`src/rtl/reg_file_mp_pkg.sv`:
```
// Shared definitions for the multi-port register file: clear-FSM states,
// processor default geometry and the address range helper.
package reg_file_mp_pkg;

   typedef enum logic {
      IDLE  = 1'b0,
      CLEAR = 1'b1
   } clr_state_e;

   localparam int RF_DATA_W = 8;
   localparam int RF_DEPTH  = 8;

   // Non-power-of-two depths leave a hole at the top of the address space.
   function automatic logic addr_in_range(input logic [31:0] addr, input int unsigned depth);
      return addr < depth;
   endfunction

endpackage

```
`src/rtl/reg_file_mp_if.sv`:
```
// Decode/writeback-facing bundle of the register file: read ports, write
// port with back-pressure, and the clear request/status pair.
interface reg_file_mp_if
   import reg_file_mp_pkg::*;
#(
   parameter int DATA_W = RF_DATA_W,
   parameter int ADDR_W = $clog2(RF_DEPTH),
   parameter int N_RD   = 2
);
   logic [N_RD-1:0]        rd_en;
   logic [N_RD*ADDR_W-1:0] rd_addr;
   logic [N_RD*DATA_W-1:0] rd_data;
   logic [N_RD-1:0]        rd_valid;
   logic                   wr_en;
   logic [ADDR_W-1:0]      wr_addr;
   logic [DATA_W-1:0]      wr_data;
   logic                   wr_ready;
   logic                   wr_ack;
   logic                   clr_req;
   logic                   clr_busy;

   modport master (
      output rd_en, rd_addr, wr_en, wr_addr, wr_data, clr_req,
      input  rd_data, rd_valid, wr_ready, wr_ack, clr_busy
   );

   modport slave (
      input  rd_en, rd_addr, wr_en, wr_addr, wr_data, clr_req,
      output rd_data, rd_valid, wr_ready, wr_ack, clr_busy
   );
endinterface

```
`src/rtl/reg_file_clr_seq.sv`:
```
// Clear sequencer: sweeps every entry to zero, one per cycle, while holding
// off writers through wr_ready.
module reg_file_clr_seq
   import reg_file_mp_pkg::*;
#(
   parameter int DEPTH  = RF_DEPTH,
   parameter int ADDR_W = $clog2(RF_DEPTH)
) (
   input  logic              clk,
   input  logic              rst_n,
   input  logic              clr_req_i,
   output logic              clr_busy_o,
   output logic              wr_ready_o,
   output logic              clr_we_o,
   output logic [ADDR_W-1:0] clr_addr_o
);

   localparam logic [ADDR_W-1:0] LAST_ADDR = ADDR_W'(DEPTH - 1);

   clr_state_e        state_q;
   logic [ADDR_W-1:0] ptr_q;
   logic              busy_q;
   logic              ready_q;

   // Requests arriving while a sweep runs are dropped, not queued.
   always_ff @(posedge clk or negedge rst_n) begin
      if (!rst_n) begin
         state_q <= IDLE;
         ptr_q   <= '0;
         busy_q  <= 1'b0;
         ready_q <= 1'b1;
      end else begin
         case (state_q)
            IDLE: begin
               if (clr_req_i) begin
                  state_q <= CLEAR;
                  ptr_q   <= '0;
                  busy_q  <= 1'b1;
                  ready_q <= 1'b0;
               end
            end
            CLEAR: begin
               if (ptr_q == LAST_ADDR) begin
                  state_q <= IDLE;
                  ptr_q   <= '0;
                  busy_q  <= 1'b0;
                  ready_q <= 1'b1;
               end else begin
                  ptr_q <= ptr_q + 1'b1;
               end
            end
            default: state_q <= IDLE;
         endcase
      end
   end

   assign clr_we_o   = (state_q == CLEAR);
   assign clr_addr_o = ptr_q;
   assign clr_busy_o = busy_q;
   assign wr_ready_o = ready_q;

endmodule

```
`src/rtl/reg_file_mp.sv`:
```
// Parametrised register file with N_RD registered read ports, one write port,
// write-first bypass, optional hard-wired zero entry and a hardware clear.
module reg_file_mp
   import reg_file_mp_pkg::*;
#(
   parameter int DATA_W   = RF_DATA_W,
   parameter int DEPTH    = RF_DEPTH,
   parameter int ADDR_W   = $clog2(DEPTH),
   parameter int N_RD     = 2,
   parameter int ZERO_REG = 0
) (
   input  logic          clk,
   input  logic          rst_n,
   reg_file_mp_if.slave  rf_if
);

   function automatic logic hardwired_zero(input logic [ADDR_W-1:0] a);
      return (ZERO_REG != 0) && (a == '0);
   endfunction

   logic              clr_we;
   logic [ADDR_W-1:0] clr_addr;
   logic              clr_busy;
   logic              wr_ready;

   reg_file_clr_seq #(
      .DEPTH  (DEPTH),
      .ADDR_W (ADDR_W)
   ) u_clr_seq (
      .clk        (clk),
      .rst_n      (rst_n),
      .clr_req_i  (rf_if.clr_req),
      .clr_busy_o (clr_busy),
      .wr_ready_o (wr_ready),
      .clr_we_o   (clr_we),
      .clr_addr_o (clr_addr)
   );

   logic wr_acc;
   logic wr_inr;
   logic wr_commit;

   // Writes to the zero entry are accepted and acknowledged but not stored.
   assign wr_acc    = rf_if.wr_en && wr_ready;
   assign wr_inr    = addr_in_range(32'(rf_if.wr_addr), DEPTH);
   assign wr_commit = wr_acc && wr_inr && !hardwired_zero(rf_if.wr_addr);

   logic [DATA_W-1:0] mem_q [DEPTH];

   always_ff @(posedge clk or negedge rst_n) begin
      if (!rst_n) begin
         for (int i = 0; i < DEPTH; i++) mem_q[i] <= '0;
      end else begin
         for (int i = 0; i < DEPTH; i++) begin
            if (clr_we && (clr_addr == ADDR_W'(i)))
               mem_q[i] <= '0;
            else if (wr_commit && (rf_if.wr_addr == ADDR_W'(i)))
               mem_q[i] <= rf_if.wr_data;
         end
      end
   end

   logic [N_RD-1:0][DATA_W-1:0] rd_data_d;
   logic [N_RD-1:0][DATA_W-1:0] rd_data_q;
   logic [N_RD-1:0]             rd_valid_q;
   logic                        wr_ack_q;

   // Each port sees the array as it will be after this edge's clear/write.
   for (genvar k = 0; k < N_RD; k++) begin : g_rd
      logic [ADDR_W-1:0] addr;
      logic              force_zero;
      logic              hit_wr;

      assign addr       = rf_if.rd_addr[k*ADDR_W +: ADDR_W];
      assign force_zero = !addr_in_range(32'(addr), DEPTH) || hardwired_zero(addr) ||
                          (clr_we && (clr_addr == addr));
      assign hit_wr     = wr_commit && (rf_if.wr_addr == addr);
      assign rd_data_d[k] = force_zero ? '0 :
                            hit_wr     ? rf_if.wr_data : mem_q[addr];
   end

   always_ff @(posedge clk or negedge rst_n) begin
      if (!rst_n) begin
         rd_data_q  <= '0;
         rd_valid_q <= '0;
         wr_ack_q   <= 1'b0;
      end else begin
         for (int k = 0; k < N_RD; k++) begin
            if (rf_if.rd_en[k]) rd_data_q[k] <= rd_data_d[k];
         end
         rd_valid_q <= rf_if.rd_en;
         wr_ack_q   <= wr_acc && wr_inr;
      end
   end

   assign rf_if.rd_data  = rd_data_q;
   assign rf_if.rd_valid = rd_valid_q;
   assign rf_if.wr_ack   = wr_ack_q;
   assign rf_if.wr_ready = wr_ready;
   assign rf_if.clr_busy = clr_busy;

endmodule

```
`src/flat_wrapper.sv`:
```
// flat-port wrapper written by rule: the top's interface ports become plain ports
module reg_file_mp_flat import reg_file_mp_pkg::*;
#(
   parameter int DATA_W   = RF_DATA_W,
   parameter int DEPTH    = RF_DEPTH,
   parameter int ADDR_W   = $clog2(DEPTH),
   parameter int N_RD     = 2,
   parameter int ZERO_REG = 0
)
  (clk, rst_n, rf_if_rd_en, rf_if_rd_addr, rf_if_wr_en, rf_if_wr_addr, rf_if_wr_data, rf_if_clr_req, rf_if_rd_data, rf_if_rd_valid, rf_if_wr_ready, rf_if_wr_ack, rf_if_clr_busy);
  reg_file_mp_if #(.DATA_W(DATA_W), .ADDR_W(ADDR_W), .N_RD(N_RD)) rf_if_i ();
  input  logic clk;
  input  logic rst_n;
  input wire logic [$bits(rf_if_i.rd_en)-1:0] rf_if_rd_en;
  input wire logic [$bits(rf_if_i.rd_addr)-1:0] rf_if_rd_addr;
  input wire logic [$bits(rf_if_i.wr_en)-1:0] rf_if_wr_en;
  input wire logic [$bits(rf_if_i.wr_addr)-1:0] rf_if_wr_addr;
  input wire logic [$bits(rf_if_i.wr_data)-1:0] rf_if_wr_data;
  input wire logic [$bits(rf_if_i.clr_req)-1:0] rf_if_clr_req;
  output wire logic [$bits(rf_if_i.rd_data)-1:0] rf_if_rd_data;
  output wire logic [$bits(rf_if_i.rd_valid)-1:0] rf_if_rd_valid;
  output wire logic [$bits(rf_if_i.wr_ready)-1:0] rf_if_wr_ready;
  output wire logic [$bits(rf_if_i.wr_ack)-1:0] rf_if_wr_ack;
  output wire logic [$bits(rf_if_i.clr_busy)-1:0] rf_if_clr_busy;
  assign rf_if_i.rd_en = rf_if_rd_en;
  assign rf_if_i.rd_addr = rf_if_rd_addr;
  assign rf_if_i.wr_en = rf_if_wr_en;
  assign rf_if_i.wr_addr = rf_if_wr_addr;
  assign rf_if_i.wr_data = rf_if_wr_data;
  assign rf_if_i.clr_req = rf_if_clr_req;
  assign rf_if_rd_data = rf_if_i.rd_data;
  assign rf_if_rd_valid = rf_if_i.rd_valid;
  assign rf_if_wr_ready = rf_if_i.wr_ready;
  assign rf_if_wr_ack = rf_if_i.wr_ack;
  assign rf_if_clr_busy = rf_if_i.clr_busy;
  reg_file_mp #(.DATA_W(DATA_W), .DEPTH(DEPTH), .ADDR_W(ADDR_W), .N_RD(N_RD), .ZERO_REG(ZERO_REG)) u_core (.clk(clk), .rst_n(rst_n), .rf_if(rf_if_i));
endmodule
```
`config.mk`:
```
export PLATFORM = sky130hd
export DESIGN_NAME = reg_file_mp_flat
export DESIGN_NICKNAME = d
export VERILOG_FILES = /design/src/rtl/reg_file_mp_pkg.sv /design/src/rtl/reg_file_mp_if.sv /design/src/rtl/reg_file_clr_seq.sv /design/src/rtl/reg_file_mp.sv /design/src/flat_wrapper.sv
export SDC_FILE = /design/constraint.sdc
export NUM_CORES = 1
export LEC_CHECK = 0
export ABC_AREA = 1
export BUFFER_PORTS_ARGS = -buffer_cell sky130_fd_sc_hd__buf_2
export CAP_MARGIN = 10
export CORE_UTILIZATION = 35
export DETAILED_ROUTE_END_ITERATION = 6
export PLACE_DENSITY = 0.56
export SLEW_MARGIN = 20
export SYNTH_ARGS = -nofsm -noshare
export SYNTH_HDL_FRONTEND = slang
export SYNTH_SLANG_ARGS = --single-unit
export TNS_END_PERCENT = 20
```
`constraint.sdc`:
```
create_clock -name clk -period 1.75 [get_ports clk]
set_clock_uncertainty 0.1 [all_clocks]
set_input_delay 0.4375 -clock clk [delete_from_list [all_inputs] [get_ports clk]]
set_output_delay 0.4375 -clock clk [all_outputs]
set_load 0.02 [all_outputs]
```
==> flow_summary.json, run 1 <==
{
  "status": "finished, final reports clean",
  "yosysWarningCount": 0,
  "num_antenna_cells": 0,
  "p_total_mw": 8.93,
  "antenna_left": 0,
  "synth-edff-count": 0,
  "core_mm2": 0.0139,
  "post_drt_via_cell_ratio": 5.32,
  "synth.largest_area_cell": "dfrtp_1",
  "die-height_um": 122,
  "cts_max_level": 3,
  "arrival_ns": 1.77,
  "p_sw_mw": 3.52,
  "cp_top_family": "flip-flops",
  "worst_slew_pin_slew_ns": 0.434,
  "ys_ff_latch": 89,
  "port_buffers": 43,
  "clkPwrFrac_pct": 23.8,
  "post-route-min-period_ns": 1.65,
  "grt_overflow": 0,
  "hold_class": "in -> reg",
  "hold_viol": 0,
  "grt_antenna_before_repair": 0,
  "tritoncts": "yes",
  "clk_latency_ns": 0.35,
  "worstPathCellList": "nand2_2 -> nor2_2 -> inv_1 -> o21ai_2 -> buf_12 -> o22ai_1",
  "r2r_slack_ns": 0.10,
  "clock_path_buffers": 2,
  "syn_to_final_growth_pct": 21.0,
  "syn_area_mm2": 0.00500,
  "seq_power_share_pct": 39.6,
  "cts.sinks": 89,
  "cp-end-kind": "flip-flop",
  "postCtsSetupRepairBufs": 0,
  "switching_share_pct": 39.4,
  "rows": 43,
  "power.density_mw_per_mm2": 1480,
  "setup_ws_ns": 0.103,
  "tns_ns": 0,
  "rsz0062_at_grt": "yes",
  "drt_iter0_drc": 521,
  "post-route-drc-count": 0,
  "grt_pass1_wl_mm": 26.3,
  "synthCells": 693,
  "synth_cell_types": 23,
  "p_comb_share_pct": 36.6,
  "setup_viol": 0,
  "ys_top_cells_by_area": "dfrtp_1 44%, nand2_1 16%, nand3_1 13%",
  "fmax_mhz": 607,
  "dpl.cell_count": 926,
  "cts_made_buffers": 9,
  "dr.pass1.iters": 5,
  "gp_congestion": 0.907,
  "grt_max_degree": 34,
  "peakVddDrop_v": 0.000631,
  "worstPathMaxFanout": 8,
  "synth_top_area_share_pct": 44.1,
  "synthTopCellsByCount": "217 x nand2_1, 125 x nand3_1, 88 x dfrtp_1, 70 x inv_1",
  "cpMaxStageDelayCell": "dfstp_2",
  "die_x_um": 122,
  "num_vias": 5019,
  "ys_dominant_reg_cell": "dfrtp_1",
  "grt_usage_pct": 23.5,
  "final_layout_size_suffix_gt1_share_pct": 16.8,
  "fin_nets": 788,
  "leakage_nw": 2.97,
  "power.internal_mw": 5.42,
  "critPathBufInv": 2,
  "die_area_mm2": 0.0148,
  "grt_pass1_vias": 4659,
  "num_io_pins": 44,
  "clockRootBuffer": "clkbuf_16",
  "dpl.hpwl_mm": 12.3,
  "path_class": "reg -> reg",
  "instances_no_fill": 944,
  "clk_pin_slew_worst_paths_ns": 0.07,
  "syn_nets": 722,
  "initial_core_util_pct": 36.0,
  "asyncSetResetFlopFracSynth_pct": 100,
  "yosysSeqAreaShare_pct": 44.6,
  "syn_area_per_cell_um2": 7.21,
  "finalCritPeriodShare_pct": 94.1,
  "slew_violations": 0,
  "wire_per_inst_um": 17.3,
  "maxSlewHeadroom_pct": 71.0,
  "drt-total-wl_mm": 16.3,
  "drv_cap": 0,
  "yosysMostFrequentCell": "nand2_1",
  "cpPeakStageDelay_ns": 0.57,
  "critical_path.startpoint_type": "flip-flop",
  "cp.required_ns": 1.87,
  "timing.hold.ws_ns": 0.144,
  "pre_cts_ws_ns": -0.0424
}
==> power by group through the flow <==
stage | combinational [mW] | clock [mW] | sequential, mW
6_report | 3.27 | 2.12 | 3.54
5_1_grt | 3.68 | 2.25 | 3.65
3_5_place_dp | 3.21 | 0 | 3.55
3_3_place_gp | 3.16 | 0 | 3.54
2_1_floorplan | 1.94 | 0 | 3.52
4_1_cts | 3.22 | 2.16 | 3.52
==> layout make-up <==
class,count,area (um2)
sequential,89,2230
inverter,82,315
clock buffer,9,225
clock inverter,7,101
fill,1438,7830
multi-input combinational,496,2340
tap,180,225
timing repair buffer,81,613
==> worst reg2reg max path, cell delays in order (launching register included) <==
cell     delay [ns]
dfstp_2        0.57
nand2_2        0.08
nor2_2         0.20
inv_1          0.14
o21ai_2        0.20
buf_12         0.15
o22ai_1        0.07
==> metrics by stage <==
step                      util, %  cell area, um2
after detailed placement     40.8            5660
final                        43.6            6050
after CTS                    43.2            6000
after global placement       40.8            5660
after floorplan                 -            5000
after global routing         43.6            6050
==> kinds of logic after synthesis <==
group / synth area share, %
simple gates: 33.8
buf+inv: 9.34
compound gates: 10.8
flops: 44.6
fa+ha+maj: 1.50
==> path summary, 6_finish.rpt <==
path,from,depth (start not counted),end
min in group asynchronous,rst_n,2,u_core.mem_q[32]$_DFFE_PN0P_
max,u_core.u_clr_seq.wr_ready_o$_DFFE_PN1P_,6,u_core.mem_q[43]$_DFFE_PN0P_
max reg2reg,u_core.u_clr_seq.wr_ready_o$_DFFE_PN1P_,6,u_core.mem_q[43]$_DFFE_PN0P_
min,rf_if_rd_en[0],1,u_core.rf_if.rd_valid[0]$_DFF_PN0_
max in group asynchronous,rst_n,3,u_core.mem_q[11]$_DFFE_PN0P_
min reg2reg,u_core.rf_if.rd_data[2]$_DFFE_PN0P_,2,u_core.rf_if.rd_data[2]$_DFFE_PN0P_
==> per-layer routing <==
layer	routed length, um	up-vias	track usage (%)
li1	-	2394	-
met4	252	0	4.71
met3	1170	23	5.17
met1	7570	2382	34.2
met5	0	-	0
met2	7360	220	35.6
==> flip-flops by register name, indices dropped and copies added, names as in the netlist <==
| signal | cells |
|---|---|
| u_core.mem_q | 64 |
| u_core.rf_if.rd_data | 16 |
| u_core.rf_if.rd_valid | 2 |
| u_core.rf_if.wr_ack | 1 |
| u_core.u_clr_seq.clr_addr_o | 3 |
| u_core.u_clr_seq.clr_busy_o | 1 |
| u_core.u_clr_seq.clr_we_o | 1 |
| u_core.u_clr_seq.wr_ready_o | 1 |
==> placed cells by master (no fill, tap or decap), types with 2 or more instances in the layout <==
master	instances
nand3_2	2
nor2_4	2
clkinvlp_4	2
clkinv_4	2
buf_2	42
buf_4	28
bufinv_16	2
o22ai_1	50
o21ai_0	15
inv_1	69
nand2_4	3
nor2_1	49
nand3_1	123
inv_2	10
o21ai_2	6
ha_1	6
a211oi_1	3
a21oi_1	14
clkbuf_16	9
buf_6	2
nor2_2	3
dfrtp_1	88
buf_12	8
inv_6	2
nand2_2	3
nand2_1	216
==> what timing repair did <==
item                       4_1_cts  5_1_grt
hold endpoints to repair        25        0
setup endpoints to repair        0       46
resized for setup                0       13
hold buffers                     1        0
Power figures use the tool's default switching activity.
==> run 2, diff against run 1 <==
--- a/config.mk
+++ b/config.mk
@@ -8,8 +8,10 @@
 export ABC_AREA = 1
 export BUFFER_PORTS_ARGS = -buffer_cell sky130_fd_sc_hd__buf_2
 export CAP_MARGIN = 10
+export CORE_MARGIN = 8
 export CORE_UTILIZATION = 35
 export DETAILED_ROUTE_END_ITERATION = 6
+export MAX_ROUTING_LAYER = met4
 export PLACE_DENSITY = 0.56
 export SLEW_MARGIN = 20
 export SYNTH_ARGS = -nofsm -noshare
==> run 2 against run 1 <==
Compared with the run above:
- clock power decreased by 9.9%
- wire length increased by 3.8%
- worst hold slack got worse by 0.0047 ns
- die area increased by 24%
- power decreased by 1.9%
==> flow_summary.json, run 2 (synthesis gave the netlist of run 1 again) <==
{
  "critical_path.startpoint_type": "flip-flop",
  "path_class": "reg -> reg",
  "hold_viol": 0,
  "grt_usage_pct": 19.6,
  "num_antenna_cells": 0,
  "syn_to_final_growth_pct": 22.2,
  "cts_max_level": 3,
  "core_mm2": 0.0139,
  "power.density_mw_per_mm2": 1440,
  "cts_made_buffers": 9,
  "num_vias": 4987,
  "gp_congestion": 0.914,
  "post-route-min-period_ns": 1.67,
  "postCtsSetupRepairBufs": 0,
  "holdPathStages": 1,
  "tritoncts": "yes",
  "cts.sinks": 89,
  "die_area_mm2": 0.0184,
  "slew_violations": 0,
  "status": "finished, final reports clean",
  "worstPathMaxFanout": 8,
  "cp-end-kind": "flip-flop",
  "hold_end": "u_core.rf_if.rd_valid[0]$_DFF_PN0_",
  "r2r_cells": 7,
  "die_x_um": 136,
  "seq_power_share_pct": 40.2,
  "r2r-start": "u_core.u_clr_seq.wr_ready_o$_DFFE_PN1P_",
  "power.internal_mw": 5.26,
  "hold_class": "in -> reg",
  "largest_register_ff_count": 64,
  "final_cell_mix": "215 x nand2_1, 124 x nand3_1, 88 x dfrtp_1",
  "n_fill_cell": 1411,
  "rows": 43,
  "port_buffers": 43,
  "drv_cap": 0,
  "clk_pin_slew_worst_paths_ns": 0.06,
  "dr.pass1.iters": 6,
  "num_io_pins": 44,
  "cpPeakStageDelay_ns": 0.55,
  "initial_core_util_pct": 35.9,
  "drt_iter0_drc": 689,
  "reg2reg_to": "u_core.mem_q[21]$_DFFE_PN0P_",
  "clkPwrFrac_pct": 21.7,
  "post_drt_via_cell_ratio": 5.25,
  "grt_pass1_wl_mm": 27.0,
  "clock_path_buffers": 2,
  "cp_top_family": "flip-flops",
  "fmax_mhz": 600,
  "maxSlewHeadroom_pct": 71.4,
  "switching_share_pct": 39.9,
  "post_dp_cell_area_mm2": 0.00575,
  "finalCritPeriodShare_pct": 95.3,
  "grt_pass1_vias": 4746,
  "final_layout_size_suffix_gt1_share_pct": 17.4,
  "antenna_left": 0,
  "p_comb_share_pct": 38.1,
  "grt_overflow": 0,
  "clockRootBuffer": "clkbuf_16",
  "leakage_nw": 3.00,
  "r2r_slack_ns": 0.08,
  "wire_per_inst_um": 17.9,
  "cp.required_ns": 1.86,
  "die-height_um": 136,
  "cpMaxStageDelayCell": "dfstp_2",
  "arrival_ns": 1.78,
  "grt_max_degree": 41,
  "critPathLaunch": "u_core.u_clr_seq.wr_ready_o$_DFFE_PN1P_",
  "tns_ns": 0,
  "timing.hold.ws_ns": 0.139,
  "grt_antenna_before_repair": 0,
  "dpl.hpwl_mm": 12.5,
  "worstPathCellList": "nand2_2 -> buf_4 -> nor2_4 -> inv_1 -> o21ai_2 -> buf_12 -> o22ai_1",
  "pre_cts_ws_ns": 0.0138,
  "setup_ws_ns": 0.0828,
  "worst_slew_pin_slew_ns": 0.428,
  "peakVddDrop_v": 0.000533,
  "fin_area_mm2": 0.00611,
  "fin_nets": 794,
  "final_common_cell": "nand2_1",
  "p_sw_mw": 3.50,
  "min_from": "rf_if_rd_en[0]",
  "critPathBufInv": 3,
  "regMostFlops": "u_core.mem_q",
  "setup_viol": 0,
  "clk_latency_ns": 0.35,
  "drt-total-wl_mm": 17.0,
  "post-route-drc-count": 0
}
==> run 2: cell count changes in the layout (fill, tap and decap cells not counted), sizes merged, moves of 2 or more <==
cell | previous run | this run
clkinv | 3 | 5
inv | 82 | 80
buf | 80 | 87
bufinv | 2 | 0
clkbuf | 9 | 12
==> run 2: power by group through the flow <==
| stage | clock network (mW) | registers (mW) | logic, mW |
|---|---|---|---|
| 2_1_floorplan | 0 | 3.52 | 1.94 |
| 3_3_place_gp | 0 | 3.50 | 3.24 |
| 3_5_place_dp | 0 | 3.52 | 3.27 |
| 4_1_cts | 1.93 | 3.50 | 3.29 |
| 5_1_grt | 2.01 | 3.62 | 3.74 |
| 6_report | 1.91 | 3.52 | 3.34 |
==> run 2: cell type report <==
cell class,count,area [um2],share of cell area [%]
Multi-Input combinational cell,495,2350,38.5
Sequential cell,89,2230,36.5
Timing Repair Buffer,88,696,11.4
Inverter,82,315,5.16
Clock buffer,12,267,4.36
Tap cell,180,225,3.69
Clock inverter,4,26.3,0.430
==> run 2: repair_timing <==
item | CTS | global route
hold buffers | 1 | 0
endpoints found under the hold margin | 15 | 0
resized for setup | 0 | 13
endpoints found under the setup margin | 0 | 29
==> run 2: worst max-delay path by stage <==
stage / end / cells past startpoint
6_report: u_core.mem_q[21]$_DFFE_PN0P_ / 7
5_1_grt: u_core.rf_if.rd_data[10]$_DFFE_PN0P_ / 10
4_1_cts: u_core.mem_q[47]$_DFFE_PN0P_ / 5
3_5_place_dp: u_core.mem_q[47]$_DFFE_PN0P_ / 6
3_3_place_gp: u_core.rf_if.rd_data[12]$_DFFE_PN0P_ / 9
2_1_floorplan: u_core.rf_if.rd_data[4]$_DFFE_PN0P_ / 10
==> run 2: layer usage <==
metal,vias to the layer above,GRT usage [%],share of wire (%)
met3,21,3.60,7.3
met4,0,6.23,1.7
met2,209,28.7,45
met5,-,-,0
li1,2407,-,-
met1,2350,26.8,46
==> run 2: worst reg2reg max path, cell delays in order (launching register included) <==
cell,delay [ns]
dfstp_2,0.55
nand2_2,0.09
buf_4,0.15
nor2_4,0.13
inv_1,0.11
o21ai_2,0.18
buf_12,0.15
o22ai_1,0.07
==> run 2: stage by stage <==
| step | power (mW) | cells | util (%) |
|---|---|---|---|
| 2_1_floorplan | 5.46 | 693 | - |
| 3_5_place_dp | 6.79 | 933 | 41.3 |
| 5_1_grt | 9.37 | 950 | 43.8 |
| 6_report | 8.77 | 950 | 43.8 |
| 4_1_cts | 8.72 | 950 | 43.4 |
| 3_3_place_gp | 6.74 | 933 | 41.3 |
